==> src/rtl/mips_mem_pkg.sv <==
// Shared definitions for the MEM-stage load/store path: size encodings, LSU states
// and the alignment rule used to decide whether an access may reach memory.
package mips_mem_pkg;

   localparam logic [1:0] SIZE_BYTE    = 2'b00;
   localparam logic [1:0] SIZE_HALF    = 2'b01;
   localparam logic [1:0] SIZE_WORD    = 2'b10;
   localparam logic [1:0] SIZE_ILLEGAL = 2'b11;

   typedef enum logic [2:0] {
      IDLE  = 3'd0,
      LOAD  = 3'd1,
      RMWR  = 3'd2,
      WRITE = 3'd3,
      RESP  = 3'd4
   } lsu_state_t;

   // An illegal size is treated the same as a misaligned access.
   function automatic logic is_misaligned(input logic [1:0] size, input logic [1:0] addr_lo);
      logic bad;
      bad = 1'b0;
      case (size)
         SIZE_BYTE: bad = 1'b0;
         SIZE_HALF: bad = addr_lo[0];
         SIZE_WORD: bad = (addr_lo != 2'b00);
         default:   bad = 1'b1;
      endcase
      return bad;
   endfunction

endpackage

==> src/rtl/lsu_byte_lane.sv <==
// Combinational little-endian lane logic: extracts and extends a load lane from a
// word, and merges store bytes into a word for read-modify-write.
module lsu_byte_lane
   import mips_mem_pkg::*;
#(
   parameter int DATA_W = 32
) (
   input  logic [DATA_W-1:0] word,
   input  logic [DATA_W-1:0] wdata,
   input  logic [1:0]        addr_lo,
   input  logic [1:0]        size,
   input  logic              is_unsigned,
   output logic [DATA_W-1:0] ext_data,
   output logic [DATA_W-1:0] merged
);

   logic [7:0]  byte_sel;
   logic [15:0] half_sel;

   always_comb begin
      byte_sel = word[8*addr_lo +: 8];
      half_sel = word[16*addr_lo[1] +: 16];
      ext_data = '0;
      merged   = word;
      case (size)
         SIZE_BYTE: begin
            ext_data = is_unsigned ? {{(DATA_W-8){1'b0}}, byte_sel}
                                   : {{(DATA_W-8){byte_sel[7]}}, byte_sel};
            merged[8*addr_lo +: 8] = wdata[7:0];
         end
         SIZE_HALF: begin
            ext_data = is_unsigned ? {{(DATA_W-16){1'b0}}, half_sel}
                                   : {{(DATA_W-16){half_sel[15]}}, half_sel};
            merged[16*addr_lo[1] +: 16] = wdata[15:0];
         end
         SIZE_WORD: begin
            ext_data = word;
            merged   = wdata;
         end
         default: begin
            ext_data = '0;
            merged   = word;
         end
      endcase
   end

endmodule

==> src/rtl/load_store_unit.sv <==
// MEM-stage access controller in front of a word-wide data memory: one request at
// a time, read-modify-write for sub-word stores, extended load data on response.
module load_store_unit
   import mips_mem_pkg::*;
#(
   parameter int ADDR_W = 32,
   parameter int DATA_W = 32
) (
   input  logic              clk,
   input  logic              reset_n,
   input  logic              req_valid,
   output logic              req_ready,
   input  logic              req_write,
   input  logic [1:0]        req_size,
   input  logic              req_unsigned,
   input  logic [ADDR_W-1:0] req_addr,
   input  logic [DATA_W-1:0] req_wdata,
   input  logic [4:0]        req_rd,
   output logic              resp_valid,
   output logic [DATA_W-1:0] resp_rdata,
   output logic [4:0]        resp_rd,
   output logic              resp_misalign,
   output logic [ADDR_W-1:0] mem_addr,
   output logic              mem_read,
   output logic              mem_write,
   output logic [DATA_W-1:0] mem_wdata,
   input  logic [DATA_W-1:0] mem_rdata
);

   lsu_state_t state, state_next;

   logic [ADDR_W-1:0] addr_q;
   logic [1:0]        size_q;
   logic              unsigned_q;
   logic [DATA_W-1:0] merged_q;
   logic [DATA_W-1:0] ext_data;
   logic [DATA_W-1:0] merged;
   logic              fault;

   assign fault = is_misaligned(req_size, req_addr[1:0]);

   lsu_byte_lane #(.DATA_W(DATA_W)) u_lane (
      .word        (mem_rdata),
      .wdata       (merged_q),
      .addr_lo     (addr_q[1:0]),
      .size        (size_q),
      .is_unsigned (unsigned_q),
      .ext_data    (ext_data),
      .merged      (merged)
   );

   always_ff @(posedge clk or negedge reset_n) begin
      if (!reset_n) state <= IDLE;
      else          state <= state_next;
   end

   // Memory strobes decode from state only, so reset drops them immediately.
   always_comb begin
      state_next = state;
      req_ready  = 1'b0;
      mem_read   = 1'b0;
      mem_write  = 1'b0;
      resp_valid = 1'b0;
      case (state)
         IDLE: begin
            req_ready = 1'b1;
            if (req_valid) begin
               if (fault)                       state_next = RESP;
               else if (!req_write)             state_next = LOAD;
               else if (req_size == SIZE_WORD)  state_next = WRITE;
               else                             state_next = RMWR;
            end
         end
         LOAD: begin
            mem_read   = 1'b1;
            state_next = RESP;
         end
         RMWR: begin
            mem_read   = 1'b1;
            state_next = WRITE;
         end
         WRITE: begin
            mem_write  = 1'b1;
            state_next = RESP;
         end
         RESP: begin
            resp_valid = 1'b1;
            state_next = IDLE;
         end
         default: state_next = IDLE;
      endcase
   end

   // merged_q starts as the raw store data so a word store can write it directly.
   always_ff @(posedge clk or negedge reset_n) begin
      if (!reset_n) begin
         addr_q        <= '0;
         size_q        <= SIZE_BYTE;
         unsigned_q    <= 1'b0;
         merged_q      <= '0;
         resp_rdata    <= '0;
         resp_rd       <= '0;
         resp_misalign <= 1'b0;
      end else begin
         case (state)
            IDLE: begin
               if (req_valid) begin
                  addr_q        <= req_addr;
                  size_q        <= req_size;
                  unsigned_q    <= req_unsigned;
                  merged_q      <= req_wdata;
                  resp_rd       <= req_rd;
                  resp_misalign <= fault;
                  resp_rdata    <= '0;
               end
            end
            LOAD:    resp_rdata <= ext_data;
            RMWR:    merged_q   <= merged;
            default: ;
         endcase
      end
   end

   assign mem_addr  = {addr_q[ADDR_W-1:2], 2'b00};
   assign mem_wdata = merged_q;

endmodule

==> config.mk <==
export PLATFORM = sky130hd
export DESIGN_NAME = load_store_unit
export DESIGN_NICKNAME = d
export VERILOG_FILES = /design/src/rtl/mips_mem_pkg.sv /design/src/rtl/lsu_byte_lane.sv /design/src/rtl/load_store_unit.sv
export SDC_FILE = /design/constraint.sdc
export NUM_CORES = 1
export LEC_CHECK = 0
export CORE_ASPECT_RATIO = 1.4
export CORE_UTILIZATION = 46
export CTS_BUF_LIST = sky130_fd_sc_hd__clkbuf_4 sky130_fd_sc_hd__clkbuf_8
export CTS_CLUSTER_DIAMETER = 30
export DETAILED_ROUTE_END_ITERATION = 12
export PLACE_DENSITY = 0.83
export SETUP_SLACK_MARGIN = 0.1
export SYNTH_ARGS = -nofsm -noshare
export SYNTH_HDL_FRONTEND = slang
export SYNTH_SLANG_ARGS = --single-unit
export TNS_END_PERCENT = 1
==> constraint.sdc <==
create_clock -name clk -period 3.2 [get_ports clk]
set_input_delay 0.32 -clock clk [delete_from_list [all_inputs] [get_ports clk]]
set_output_delay 0.32 -clock clk [all_outputs]
set_load 0.01 [all_outputs]
==> flow_summary_export.csv <==
group,metric,value,unit
critical_path,critical_path_buf_inv_count,1,
detailed_routing,drt-pass1-iter-count,5,
sta,fin_skew,0.0149,ns
finish,finalNetCount,871,
sta,relSlewSlack,24.2,%
critical_path,cp.depth,6,
synth,netlist_instances,601,
critical_path,reg2regPathDepth,6,
critical_path,worst_path_max_delay_cell,"dfrtp_1",
clock_network,cts-buffers-inserted,9,
detailed_routing,num_vias,5276,
critical_path,r2r_end,"mem_wdata[19]$_DFFE_PN0P_",
floorplanning,rows,47,
power_and_ir_drop,power.internal,4.39,mW
critical_path,critical_path_required,3.47,ns
clock_network,clock_sinks,108,
critical_path,critPathTopFamily,"compound AO/OA/AOI/OAI gates",
floorplanning,initial_core_util,47.9,%
clock_network,cts.clk_slew.worst_paths,0.11,ns
synth,yosys.area.top_type,"dfrtp_1",
finish,n_antenna_cell,0,
clock_network,tritoncts,"built",
critical_path,reg2reg_slack,0.64,ns
sta,slew_viol_final,0,
critical_path,max_stage_delay,0.78,ns
detailed_routing,drc,0,
synth,synth_area_per_cell,9.56,µm²
grt,grt_pass1_wl,27800,µm
power_and_ir_drop,p_comb_share,54.0,%
synth,synth_edf_count,0,
synth,synthesis.area,5750,µm²
sta,whs,-0.00639,ns
clock_network,cts_resized,0,
sta,tightestPinTransition,1.14,ns
detailed_routing,wl,17900,µm
floorplanning,dieArea,12900,µm²
min_path,hold_class,"primary input to asynchronous set/reset pin",
finish,area_growth,37.5,%
power_and_ir_drop,pwr-share-clk,11.8,%
synth,synth-seq-cells,108,
synth,synthFlopType,"dfrtp_1",
synth,yosysSeqAreaShare,47.0,%
floorplanning,core,12000,µm²
synth,synth.distinct_cells,51,
power_and_ir_drop,seq_power_share,34.3,%
grt,grt-ovfl-total,0,
clock_network,insertion_delay,0.39,ns
placed_design,detailed_place_hpwl,13600,µm
detailed_routing,detail_route.iter0.violations,349,
power_and_ir_drop,power_density,946,nW/µm²
clock_network,clk_path_buf_depth,2,
synth,synth.most_common_cell,"nand2_1",
critical_path,path_class,"flip-flop to flip-flop",
power_and_ir_drop,total_power,7.47,mW
placed_design,routabilityCongestion,0.885,
clock_network,cts_setup_buffers,0,
finish,fillerInstances,1000,
synth,ys_warn_count,0,
power_and_ir_drop,swShare,41.2,%
run_status,violations,"negative hold slack",
grt,grt_max_degree,62,
critical_path,path_max_fanout,15,
detailed_routing,routed_via_density,5.80,
detailed_routing,antenna_left,0,
floorplanning,dieHeight,134,µm
placed_design,portBuffers,211,
sta,fmaxAchievable,390,MHz
synth,synthTopCellsByCount,"nand2_1 (166), dfrtp_1 (108), o21ai_0 (42)",
detailed_routing,avgRoutedWirePerCell,19.7,µm
job,drv_cap,0,
sta,finalCritPeriodShare,80.0,%
synth,netlist.area_leader.share,47.0,%
finish,drive_above_1_share,7.35,%
critical_path,worstSetupEndpointType,"flip-flop",
clock_network,cts_hold_buf,0,
floorplanning,io_pins,214,
sta,rsz0062_at_grt,"no",
synth,async_flop_share,100,%
run_status,status,"finished, violations left",
floorplanning,die_width,96.5,µm
grt,antenna_found_initial,0,
critical_path,start_kind,"flip-flop",
clock_network,cts-root-buf,"clkbuf_8",
power_and_ir_drop,p_leak,3.42,nW
critical_path,cp.arrival,2.83,ns
critical_path,r2r-start,"addr_q[0]$_DFFE_PN0P_",
finish,fin_util,65.8,%
power_and_ir_drop,p_switching,3.08,mW
synth,yosys-top-cells-area,"dfrtp_1 (47%), nand2_1 (11%), a221oi_1 (4.7%), buf_4 (4.4%), a221o_1 (4.2%)",
power_and_ir_drop,peakVddDrop,539,µV
critical_path,cp_cell_sequence,"inv_1, ha_1, nor4b_1, a31o_2, a221oi_1, o21ai_1",
sta,fin_crit,2.56,ns
grt,grtUsageTotal,28.5,%
clock_network,htreeDepth,3,
sta,finalSetupViolCount,0,
sta,hold_viol_final,7,
grt,grt_pass1_vias,5417,
sta,fin_tns_setup,0,ns
==> kinds of logic (layout without fill, tap and decap cells) <==
| group | Yosys count | after routing | share of synthesized area, % |
|---|---|---|---|
| compound gates | 171 | 171 | 21.6 |
| xor+xnor | 1 | 1 | 0.152 |
| fa+ha+maj | 5 | 5 | 1.09 |
| buf+inv | 82 | 242 | 8.01 |
| flops | 108 | 108 | 47.0 |
| mux | 26 | 26 | 6.42 |
| other cells | 1 | 2 | 0.0653 |
| simple gates | 207 | 207 | 15.6 |
==> cells in the final DEF, fill, tap and decap left out, types with 2 or more instances in the layout <==
cell and n:
nor2b_1 3, a221o_1 24, a221oi_1 31, mux2i_1 11, ha_1 5, clkbuf_8 11, nor2_1 13, o21ai_1 27
a31oi_1 2, nand2_1 166, nor4b_1 2, a21oi_1 2, mux2_2 7, a21o_1 16, nand2b_1 3, inv_1 4
clkdlybuf4s50_1 210, nor3b_2 3, dfrtp_1 108, mux4_2 8, inv_6 2, or2_2 2, o21ai_0 42, and3b_1 2
a22o_1 8, buf_4 13, nor3_1 3, conb_1 2, a211oi_1 9
==> state kept, by name, indices dropped and copies added, names as in the netlist <==
name	count
addr_q	32
mem_wdata	32
resp_rdata	32
resp_rd	5
state	3
size_q	2
resp_misalign	1
unsigned_q	1
==> worst max-delay path by stage <==
stage / startpoint / to / slack (ns)
finish: addr_q[0]$_DFFE_PN0P_ / mem_wdata[19]$_DFFE_PN0P_ / 0.64
detailed placement: state[1]$_DFFE_PN0P_ / mem_wdata[31]$_DFFE_PN0P_ / 0.67
CTS: state[1]$_DFFE_PN0P_ / mem_wdata[31]$_DFFE_PN0P_ / 0.64
global placement: state[1]$_DFFE_PN0P_ / mem_wdata[31]$_DFFE_PN0P_ / 0.72
floorplan: addr_q[1]$_DFFE_PN0P_ / mem_wdata[8]$_DFFE_PN0P_ / 0.86
global route: addr_q[0]$_DFFE_PN0P_ / mem_wdata[31]$_DFFE_PN0P_ / 0.46
==> worst register-to-register path: stages (launching register included) <==
cell and delay, ns:
dfrtp_1 0.78, inv_1 0.21, ha_1 0.37, nor4b_1 0.16, a31o_2 0.34, a221oi_1 0.46, o21ai_1 0.13
==> routing by layer <==
layer	wire, µm	vias to the layer above	GRT usage (%)
li1	-	2427	-
met1	6610	2539	33.0
met2	8860	264	46.8
met3	1620	46	8.11
met4	808	0	15.1
met5	0	-	0
==> power groups by stage <==
stage                     Sequential, mW  Combinational (mW)  Clock, mW
final                               2.56                4.03      0.879
after global routing                2.64                4.40      0.953
after CTS                           2.56                4.05      0.896
after detailed placement            2.58                4.04          0
after global placement              2.55                3.91          0
after floorplan                     2.48                2.47          0
==> area by class of cell <==
type,instances,area (µm²),share of cell area [%]
tap,147,184,2.33
timing repair buffer,223,2200,27.8
sequential,108,2700,34.2
clock inverter,4,56.3,0.713
inverter,4,15.0,0.190
multi-input combinational,412,2590,32.8
clock buffer,11,151,1.92
==> metrics by stage <==
stage / setup WS, ns / hold WS, ns / cell area [µm²] / cells
global placement: 0.723 / 0.427 / 7690 / 894
detailed placement: 0.665 / 0.449 / 7690 / 894
finish: 0.639 / -0.00639 / 7900 / 909
CTS: 0.644 / 0.0316 / 7900 / 909
global route: 0.463 / 0.0575 / 7900 / 909
floorplan: 0.857 / 0.0244 / 5750 / 602
No activity file was read; power rests on OpenSTA's default activity.
